[src/rtl/uart_pkg.sv]
// rtl/uart_pkg.sv - shared UART constants, TX FSM encoding and baud helper
package uart_pkg;

    localparam int UART_PAR_NONE = 0;
    localparam int UART_PAR_ODD  = 1;
    localparam int UART_PAR_EVEN = 2;

    typedef enum logic [2:0] {
        ST_IDLE,
        ST_START,
        ST_DATA,
        ST_PARITY,
        ST_STOP
    } tx_state_t;

    // Clock cycles per bit, truncated
    function automatic int bps_cnt(input int clk, input int bps);
        return clk / bps;
    endfunction

endpackage

[src/rtl/uart_tx_fifo.sv]
// rtl/uart_tx_fifo.sv - synchronous first-word-fall-through FIFO
// Writes when full and reads when empty are ignored.
module uart_tx_fifo #(
    parameter int WIDTH = 8,
    parameter int DEPTH = 16
) (
    input  logic                     clk,
    input  logic                     rst_n,
    input  logic                     wr_en,
    input  logic [WIDTH-1:0]         wr_data,
    input  logic                     rd_en,
    output logic [WIDTH-1:0]         rd_data,
    output logic                     full,
    output logic                     empty,
    output logic [$clog2(DEPTH):0]   level
);

    localparam int AW = $clog2(DEPTH);

    logic [WIDTH-1:0] mem [DEPTH];
    logic [AW-1:0]    wr_ptr;
    logic [AW-1:0]    rd_ptr;
    logic [AW:0]      count;
    logic             wr_ok;
    logic             rd_ok;

    assign wr_ok   = wr_en && !full;
    assign rd_ok   = rd_en && !empty;
    assign full    = (count == (AW+1)'(DEPTH));
    assign empty   = (count == '0);
    assign level   = count;
    assign rd_data = mem[rd_ptr];

    // Power-of-two depth lets the pointers wrap naturally
    always_ff @(posedge clk or negedge rst_n) begin
        if (!rst_n) begin
            wr_ptr <= '0;
            rd_ptr <= '0;
            count  <= '0;
        end else begin
            if (wr_ok) wr_ptr <= wr_ptr + AW'(1);
            if (rd_ok) rd_ptr <= rd_ptr + AW'(1);
            case ({wr_ok, rd_ok})
                2'b10:   count <= count + (AW+1)'(1);
                2'b01:   count <= count - (AW+1)'(1);
                default: count <= count;
            endcase
        end
    end

    always_ff @(posedge clk) begin
        if (wr_ok) mem[wr_ptr] <= wr_data;
    end

endmodule

[src/rtl/uart_tx_param.sv]
// rtl/uart_tx_param.sv - parametrised UART transmitter with transmit FIFO
// Frames leave back-to-back while the FIFO holds data.
module uart_tx_param
    import uart_pkg::*;
#(
    parameter int CLK_FREQ   = 65_000_000,
    parameter int UART_BPS   = 115200,
    parameter int DATA_BITS  = 8,
    parameter int PARITY     = 0,
    parameter int STOP_BITS  = 1,
    parameter int FIFO_DEPTH = 16
) (
    input  logic                          sys_clk,
    input  logic                          sys_rst_n,
    input  logic                          tx_valid,
    input  logic [7:0]                    tx_data,
    output logic                          tx_ready,
    output logic                          uart_txd,
    output logic                          tx_busy,
    output logic [$clog2(FIFO_DEPTH):0]   fifo_level
);

    localparam int BPS_CNT = bps_cnt(CLK_FREQ, UART_BPS);
    localparam int BW      = (BPS_CNT > 1) ? $clog2(BPS_CNT) : 1;

    localparam logic [BW-1:0] BAUD_LAST = BW'(BPS_CNT - 1);
    localparam logic [3:0]    DATA_LAST = 4'(DATA_BITS - 1);
    localparam logic [3:0]    STOP_LAST = 4'(STOP_BITS - 1);

    if (BPS_CNT < 2 || DATA_BITS < 5 || DATA_BITS > 8 ||
        PARITY < UART_PAR_NONE || PARITY > UART_PAR_EVEN ||
        STOP_BITS < 1 || STOP_BITS > 2 || FIFO_DEPTH < 2 ||
        (FIFO_DEPTH & (FIFO_DEPTH - 1)) != 0) begin : g_bad_param
        $fatal(1, "uart_tx_param: parameter out of range");
    end

    tx_state_t              state_q, state_n;
    logic [BW-1:0]          baud_q, baud_n;
    logic [3:0]             bit_q, bit_n;
    logic [DATA_BITS-1:0]   sh_q, sh_n;
    logic                   par_q, par_n;
    logic                   txd_q, txd_n;
    logic                   pop;
    logic                   baud_end;
    logic [DATA_BITS-1:0]   fifo_rd_data;
    logic                   fifo_full;
    logic                   fifo_empty;
    logic                   unused_tx_data;

    assign unused_tx_data = ^tx_data;

    uart_tx_fifo #(
        .WIDTH (DATA_BITS),
        .DEPTH (FIFO_DEPTH)
    ) u_fifo (
        .clk     (sys_clk),
        .rst_n   (sys_rst_n),
        .wr_en   (tx_valid),
        .wr_data (tx_data[DATA_BITS-1:0]),
        .rd_en   (pop),
        .rd_data (fifo_rd_data),
        .full    (fifo_full),
        .empty   (fifo_empty),
        .level   (fifo_level)
    );

    assign baud_end = (baud_q == BAUD_LAST);
    assign tx_ready = !fifo_full;
    assign tx_busy  = (state_q != ST_IDLE) || !fifo_empty;
    assign uart_txd = txd_q;

    always_comb begin
        state_n = state_q;
        baud_n  = baud_q;
        bit_n   = bit_q;
        sh_n    = sh_q;
        par_n   = par_q;
        pop     = 1'b0;
        txd_n   = 1'b1;

        case (state_q)
            ST_IDLE: begin
                if (!fifo_empty) begin
                    pop     = 1'b1;
                    state_n = ST_START;
                end
            end
            ST_START: begin
                if (baud_end) state_n = ST_DATA;
            end
            ST_DATA: begin
                if (baud_end) begin
                    if (bit_q == DATA_LAST) begin
                        state_n = (PARITY != UART_PAR_NONE) ? ST_PARITY : ST_STOP;
                    end else begin
                        bit_n = bit_q + 4'd1;
                        sh_n  = sh_q >> 1;
                    end
                end
            end
            ST_PARITY: begin
                if (baud_end) state_n = ST_STOP;
            end
            ST_STOP: begin
                if (baud_end) begin
                    if (bit_q == STOP_LAST) begin
                        // Chain straight into the next start bit when data waits
                        if (!fifo_empty) begin
                            pop     = 1'b1;
                            state_n = ST_START;
                        end else begin
                            state_n = ST_IDLE;
                        end
                    end else begin
                        bit_n = bit_q + 4'd1;
                    end
                end
            end
            default: state_n = ST_IDLE;
        endcase

        if (state_q == ST_IDLE || baud_end) baud_n = '0;
        else                                baud_n = baud_q + BW'(1);

        if (state_n != state_q || state_q == ST_IDLE) bit_n = '0;

        if (pop) begin
            sh_n  = fifo_rd_data;
            par_n = (PARITY == UART_PAR_ODD) ? ~^fifo_rd_data : ^fifo_rd_data;
        end

        // Line value is registered, so it follows the upcoming state
        case (state_n)
            ST_START:  txd_n = 1'b0;
            ST_DATA:   txd_n = sh_n[0];
            ST_PARITY: txd_n = par_n;
            default:   txd_n = 1'b1;
        endcase
    end

    always_ff @(posedge sys_clk or negedge sys_rst_n) begin
        if (!sys_rst_n) begin
            state_q <= ST_IDLE;
            baud_q  <= '0;
            bit_q   <= '0;
            sh_q    <= '0;
            par_q   <= 1'b0;
            txd_q   <= 1'b1;
        end else begin
            state_q <= state_n;
            baud_q  <= baud_n;
            bit_q   <= bit_n;
            sh_q    <= sh_n;
            par_q   <= par_n;
            txd_q   <= txd_n;
        end
    end

endmodule
[config.mk]
export PLATFORM = sky130hd
export DESIGN_NAME = uart_tx_param
export DESIGN_NICKNAME = d
export VERILOG_FILES = /design/src/rtl/uart_pkg.sv /design/src/rtl/uart_tx_fifo.sv /design/src/rtl/uart_tx_param.sv
export SDC_FILE = /design/constraint.sdc
export NUM_CORES = 1
export LEC_CHECK = 0
export ABC_AREA = 1
export BUFFER_PORTS_ARGS = -buffer_cell sky130_fd_sc_hd__clkbuf_2
export CAP_MARGIN = 15
export CORE_UTILIZATION = 45
export CTS_BUF_LIST = sky130_fd_sc_hd__clkbuf_8
export DETAILED_ROUTE_END_ITERATION = 12
export HOLD_SLACK_MARGIN = 0.15
export SETUP_SLACK_MARGIN = 0.1
export SYNTH_ARGS = -nofsm -noshare
export SYNTH_HDL_FRONTEND = slang
export SYNTH_SLANG_ARGS = --single-unit
[constraint.sdc]
create_clock -name sys_clk -period 6.3 [get_ports sys_clk]
set_clock_uncertainty 0.15 [all_clocks]
set_input_delay 0 -clock sys_clk [delete_from_list [all_inputs] [get_ports sys_clk]]
set_output_delay 0 -clock sys_clk [all_outputs]
set_load 0.03 [all_outputs]
==> results of run 1 <==
[registers in the layout (all words and copies together), names as in the netlist]
signal	count
u_fifo.rd_ptr	4
par_q	1
u_fifo.wr_ptr	4
u_fifo.level	5
u_fifo.mem	128
bit_q	4
state_q	3
sh_q	8
uart_txd	1
baud_q	10
[cells in the mapped netlist, types with 6 or more instances]
library cell / number
nand2_1: 271
edfxtp_1: 128
inv_1: 103
nand3_1: 82
nor2_1: 57
dfrtp_1: 39
buf_2: 14
o21ai_0: 13
ha_1: 12
xor2_1: 10
a21oi_1: 8
nand4_1: 7
nor3_1: 7
o221ai_1: 6
[what timing repair did]
action                    4_1_cts  5_1_grt
hold buffers                   11        0
setup buffers                   0        0
hold endpoints to repair      175        0
[worst paths after layout]
path | slack, ps | depth (start not counted) | to
min in group asynchronous | 540 | 4 | baud_q[4]
min reg2reg | 320 | 1 | baud_q[0]
min | 320 | 1 | baud_q[0]
max reg2reg | 2800 | 16 | u_fifo.level[4]
max in group asynchronous | 5050 | 4 | u_fifo.rd_ptr[0]
max | 2800 | 16 | u_fifo.level[4]
[worst max-delay path: stages (launching register included)]
cell,delay [ps]
dfrtp_1,380
ha_1,230
nand2_1,70
nor2_1,100
nand4_1,200
o21ai_0,280
nand3_1,390
clkinv_1,310
ha_1,270
inv_1,110
fa_1,400
nor2_1,130
a211oi_1,70
nand2_1,70
nand2_1,40
nor2_1,110
xor2_1,140
[logic make-up (layout without fill, tap and decap cells)]
group	after synthesis	after routing	synth area share, %
buffers and inverters	136	175	7.348
AO/OA/AOI/OAI	37	37	2.975
XOR/XNOR	11	11	1.252
AND/OR/NAND/NOR	434	434	23.25
flip-flops	168	168	62.97
adder cells (fa/ha/maj)	13	13	2.211
[per-layer routing]
metal	wire length (µm)	vias to the layer above	part of all wire [%]	global-route usage (%)
li1	-	2642	-	-
met1	7573	2544	45	27.23
met2	8124	133	48	33.25
met3	682	25	4.1	3.563
met4	372	0	2.2	8.748
met5	0	-	0	0
[final cells by class]
class / instances / area (µm²)
Multi-Input combinational cell: 495 / 2285
Tap cell: 220 / 275.3
Sequential cell: 168 / 4847
Clock inverter: 15 / 140.1
Inverter: 111 / 416.7
Timing Repair Buffer: 32 / 222.7
Fill cell: 1485 / 8222
Clock buffer: 17 / 234.0
[report_power, final]
part	internal, mW	switching (mW)
clock network	0.321	0.420
registers	1.36	0.102
logic	0.399	0.944
==> qor.yml, run 1 <==
outcome: "finished clean"
gp_congestion: 0.8371
drive_gt1_share_pct: 7.160
layout_common_cells: "nand2_1, edfxtp_1, inv_1"
timing.hold.ws_ps: 316.4
final_nets: 849
io_pins: 19
p_leak_nw: 3.692
drt_pass1_iterations: 5
routed_via_density: 5.051
synth_seq_cells: 168
cp_max_fo: 11
htreeDepth: 4
cts-buffers-inserted: 17
ys.flop_type: "edfxtp_1"
setup_ws_ps: 2797
avgSynthCellArea_um2: 9.632
netlist.area_leader.share_pct: 49.94
ys_seq_area_share_pct: 62.97
antenna_cells: 0
holdCritPathClass: "reg -> reg"
grt_overflow: 0
utilization_pct: 50.60
syn_area_um2: 7696
pre_cts_ws_ps: 2807
drt_iter0_drc: 456
dieArea_um2: 17630
syn2layout_area_growth_pct: 9.413
peakVddDrop_v: 0.0001731
die_x_um: 132.8
synth_area_leaders: "edfxtp_1, nand2_1, dfrtp_1, nand3_1, inv_1"
cts-root-buf: "clkbuf_8"
dpl_cell_area_um2: 7936
layout_commonest_cell: "nand2_1"
yosys.area.top_type: "edfxtp_1"
post_layout_nonfiller_instances: 1058
cts_sinks: 168
antenna_found_initial: 0
cts_tree: "done"
dp.cells: 1015
clk_latency_ps: 460
finalCritPeriodShare_pct: 55.61
wirelength_um: 16750
setup_violations: 0
vias: 5344
clk_path_buf_depth: 2
synth_edf_count: 128
die-height_um: 132.8
yosys.cell_types.count: 37
yosysWarnings: 0
fp-row-count: 47
worstReg2RegStart: "baud_q[0]"
cp-end-kind: "flip-flop"
async_flop_share_pct: 23.81
grt_pass1_vias: 5088
cp-startpoint: "baud_q[0]"
rsz0062_at_grt: "no"
total_power_mw: 3.551
worstSetupPathType: "reg -> reg"
min_period_ps: 3503
syn_inst: 799
grt_usage_pct: 20.50
start_util_pct: 46.24
drc_errors: 0
cp-start-kind: "flip-flop"
grt_pass1_wl_um: 26990
postRouteAntennaNets: 0
setup_tns_ps: 0
place_hpwl_um: 10410
min-delay-start: "baud_q[0]"
worst_slew_pin_slew_ps: 1173
relSlewSlack_pct: 21.79
avgRoutedWirePerCell_um: 15.83
critPathArrivalTime_ps: 3740
finish.instance_area_um2: 8421
portBuffers: 18
clk_pin_slew_ps: 90
grt_max_degree: 69
drv_cap: 0
coreArea_um2: 16640
synth.net_count: 823
post_cts_resized: 0
drv_slew: 0
pwr_density_cell_nw_per_um2: 421.6
clock.fmax_ghz: 0.2855
crit_required_ps: 6540
finalHoldViolations: 0
Note: power is estimated with default switching activity, not from simulation.
==> inputs of run 2 (changes only) <==
==> constraint.sdc (replaced) <==
create_clock -name sys_clk -period 3.33 [get_ports sys_clk]
set_clock_uncertainty 0.15 [all_clocks]
set_input_delay 0 -clock sys_clk [delete_from_list [all_inputs] [get_ports sys_clk]]
set_output_delay 0 -clock sys_clk [all_outputs]
set_load 0.03 [all_outputs]
==> run 2 against run 1 <==
Maximum frequency rose by 21%. Critical path type unchanged. Register-to-register slack got worse by 2400 ps. Sequential share of layout area fell by 0.63 points. Highest routed layer unchanged. Power rose by 91%. Non-clock buffer count rose by 9. Global-route usage fell by 0.12 points. Critical path depth fell by 4. Via count barely moved. Worst hold slack got worse by 8.5 ps.
==> qor.yml, run 2 (synthesis results as in run 1) <==
setup_violations: 0  # unchanged
p_switching_mw: 2.748  # +87%
drc_errors: 0  # unchanged
utilization_pct: 51.15  # +0.56 points
crit_required_ps: 3550  # -2990 ps
start_util_pct: 46.24  # unchanged
portBuffers: 18  # unchanged
grt_max_degree: 68  # -1.4%
wirelength_um: 16760  # about the same
drv_slew: 0  # unchanged
grt_overflow: 0  # unchanged
pre_cts_ws_ps: 288.3  # -2519 ps
p_leak_nw: 3.734  # +1.2%
fill_cells: 1527  # +2.8%
cp-end-kind: "flip-flop"
cts-root-buf: "clkbuf_8"
syn2layout_area_growth_pct: 10.62
seq_area_um2: 4847  # unchanged
drv_cap: 0  # unchanged
coreArea_um2: 16640  # unchanged
regMostFlops: "u_fifo.mem"
io_pins: 19  # unchanged
setup_tns_ps: 0  # unchanged
top_regs: "u_fifo.mem (128), baud_q (10), sh_q (8)"
die_x_um: 132.8  # unchanged
finalHoldViolations: 0  # unchanged
clk_path_buf_depth: 2  # unchanged
avgRoutedWirePerCell_um: 15.72  # -0.69%
multiInputGateArea_um2: 2285  # unchanged
p_sw_share_pct: 40.47  # -0.80 points
relSlewSlack_pct: 43.02  # +21 points
drt_iter0_drc: 329  # -28%
worst_slew_pin_slew_ps: 851.6  # -321.6 ps
outcome: "finished clean"
routed_via_density: 5.008  # -0.84%
clk_latency_ps: 440  # -20 ps
reg2reg_to: "u_fifo.level[4]"
p_clk_share_pct: 20.9  # about the same
die-height_um: 132.8  # unchanged
final_nets: 858  # +1.1%
critPathArrivalTime_ps: 3110  # -630 ps
gp_congestion: 0.8975  # +7.2%
postRouteAntennaNets: 0  # unchanged
drive_gt1_share_pct: 8.038  # +0.88 points
worstSetupPathType: "reg -> reg"
fp-row-count: 47  # unchanged
htreeDepth: 4  # unchanged
layout_common_cells: "nand2_1, edfxtp_1, inv_1"
min_period_ps: 2896  # -607.5 ps
cts-buffers-inserted: 17  # unchanged
layout_commonest_cell: "nand2_1"
ff2ff_path_depth: 12  # -4
antenna_found_initial: 0  # unchanged
antenna_cells: 0  # unchanged
peakVddDrop_v: 0.0004028  # +130%
grt_usage_pct: 20.38  # -0.12 points
cp_max_fo: 5  # -6
setup_ws_ps: 434.3  # -2362 ps
cts_tree: "done"
min-delay-start: "tx_valid"
place_hpwl_um: 10820  # +3.9%
worstReg2RegStart: "u_fifo.level[1]"
holdPathEnd: "u_fifo.wr_ptr[0]"
rrSetupSlack_ps: 430  # -2360 ps
clk_pin_slew_ps: 90  # about the same
intPower_mw: 4.042  # +94%
dieArea_um2: 17630  # unchanged
largest_register_ffs: 128  # unchanged
hold_depth: 4  # +3
pwr-share-seq_pct: 40.5  # -0.8 points
rsz0062_at_grt: "no"
vias: 5339  # -0.094%
cp-start-kind: "flip-flop"
pwr_density_cell_nw_per_um2: 797.5  # +89%
holdCritPathClass: "in -> reg"
cts_sinks: 168  # unchanged
grt_pass1_wl_um: 27260  # +1.0%
clock.fmax_ghz: 0.3453  # +21%
finalCritPeriodShare_pct: 86.96  # +31 points
grt_pass1_vias: 5306  # +4.3%
combPwrFrac_pct: 38.7  # +0.9 points
drt_pass1_iterations: 5  # unchanged
==> run 2: metrics by stage <==
step,hold WS [ps],std cells,area [µm²],total power [mW]
after global routing,310.9,1066,8513,7.286
after floorplan,-445.6,799,7696,4.712
final,307.8,1066,8513,6.789
after global placement,-175.7,1021,7994,5.299
after detailed placement,-171.5,1021,7994,5.398
after CTS,288.6,1064,8498,6.823
==> run 2: power by group through the flow <==
stage | clock [mW] | combinational (mW) | sequential (mW)
2_1_floorplan | 0 | 1.90 | 2.81
3_3_place_gp | 0 | 2.52 | 2.78
3_5_place_dp | 0 | 2.61 | 2.79
4_1_cts | 1.45 | 2.63 | 2.75
5_1_grt | 1.52 | 2.99 | 2.78
6_report | 1.42 | 2.62 | 2.75
==> run 2: per-layer routing <==
metal | GRT usage (%) | share of wire [%] | vias up
li1 | - | - | 2664
met1 | 26.04 | 46 | 2549
met2 | 34.56 | 49 | 112
met3 | 4.483 | 3.7 | 14
met4 | 6.450 | 1.4 | 0
met5 | 0 | 0 | -
==> run 2: layout make-up <==
cell class	count	area share, %
multi-input combinational	495	26.84
sequential	168	56.94
timing repair buffer	41	3.586
tap	220	3.233
inverter	111	4.894
clock inverter	14	1.764
clock buffer	17	2.748
==> run 2: worst max-delay path, cell delays in order (launching register included) <==
cell,delay (ps)
dfrtp_1,440
nor4_1,550
nand2_1,150
nand2_1,180
ha_1,270
inv_1,110
fa_1,390
nor2_1,140
a211oi_1,70
nand2_1,60
nand2_1,50
nor2_1,110
xor2_1,160
==> run 2: worst max path at each step <==
stage                     from               to  slack, ps  cells after the start
3_3_place_gp         baud_q[0]  u_fifo.level[4]        450                     16
4_1_cts              baud_q[0]  u_fifo.level[4]        270                     16
2_1_floorplan  u_fifo.level[1]  u_fifo.level[4]        520                     12
5_1_grt        u_fifo.level[1]  u_fifo.level[4]        130                     13
3_5_place_dp         baud_q[0]  u_fifo.level[4]        290                     16
6_report       u_fifo.level[1]  u_fifo.level[4]        430                     12
==> run 2: what timing repair did <==
action | CTS | global route
resized for setup | 0 | 1
endpoints found under the hold margin | 175 | 0
hold buffers | 12 | 0
setup buffers | 0 | 2
setup endpoints to repair | 0 | 1
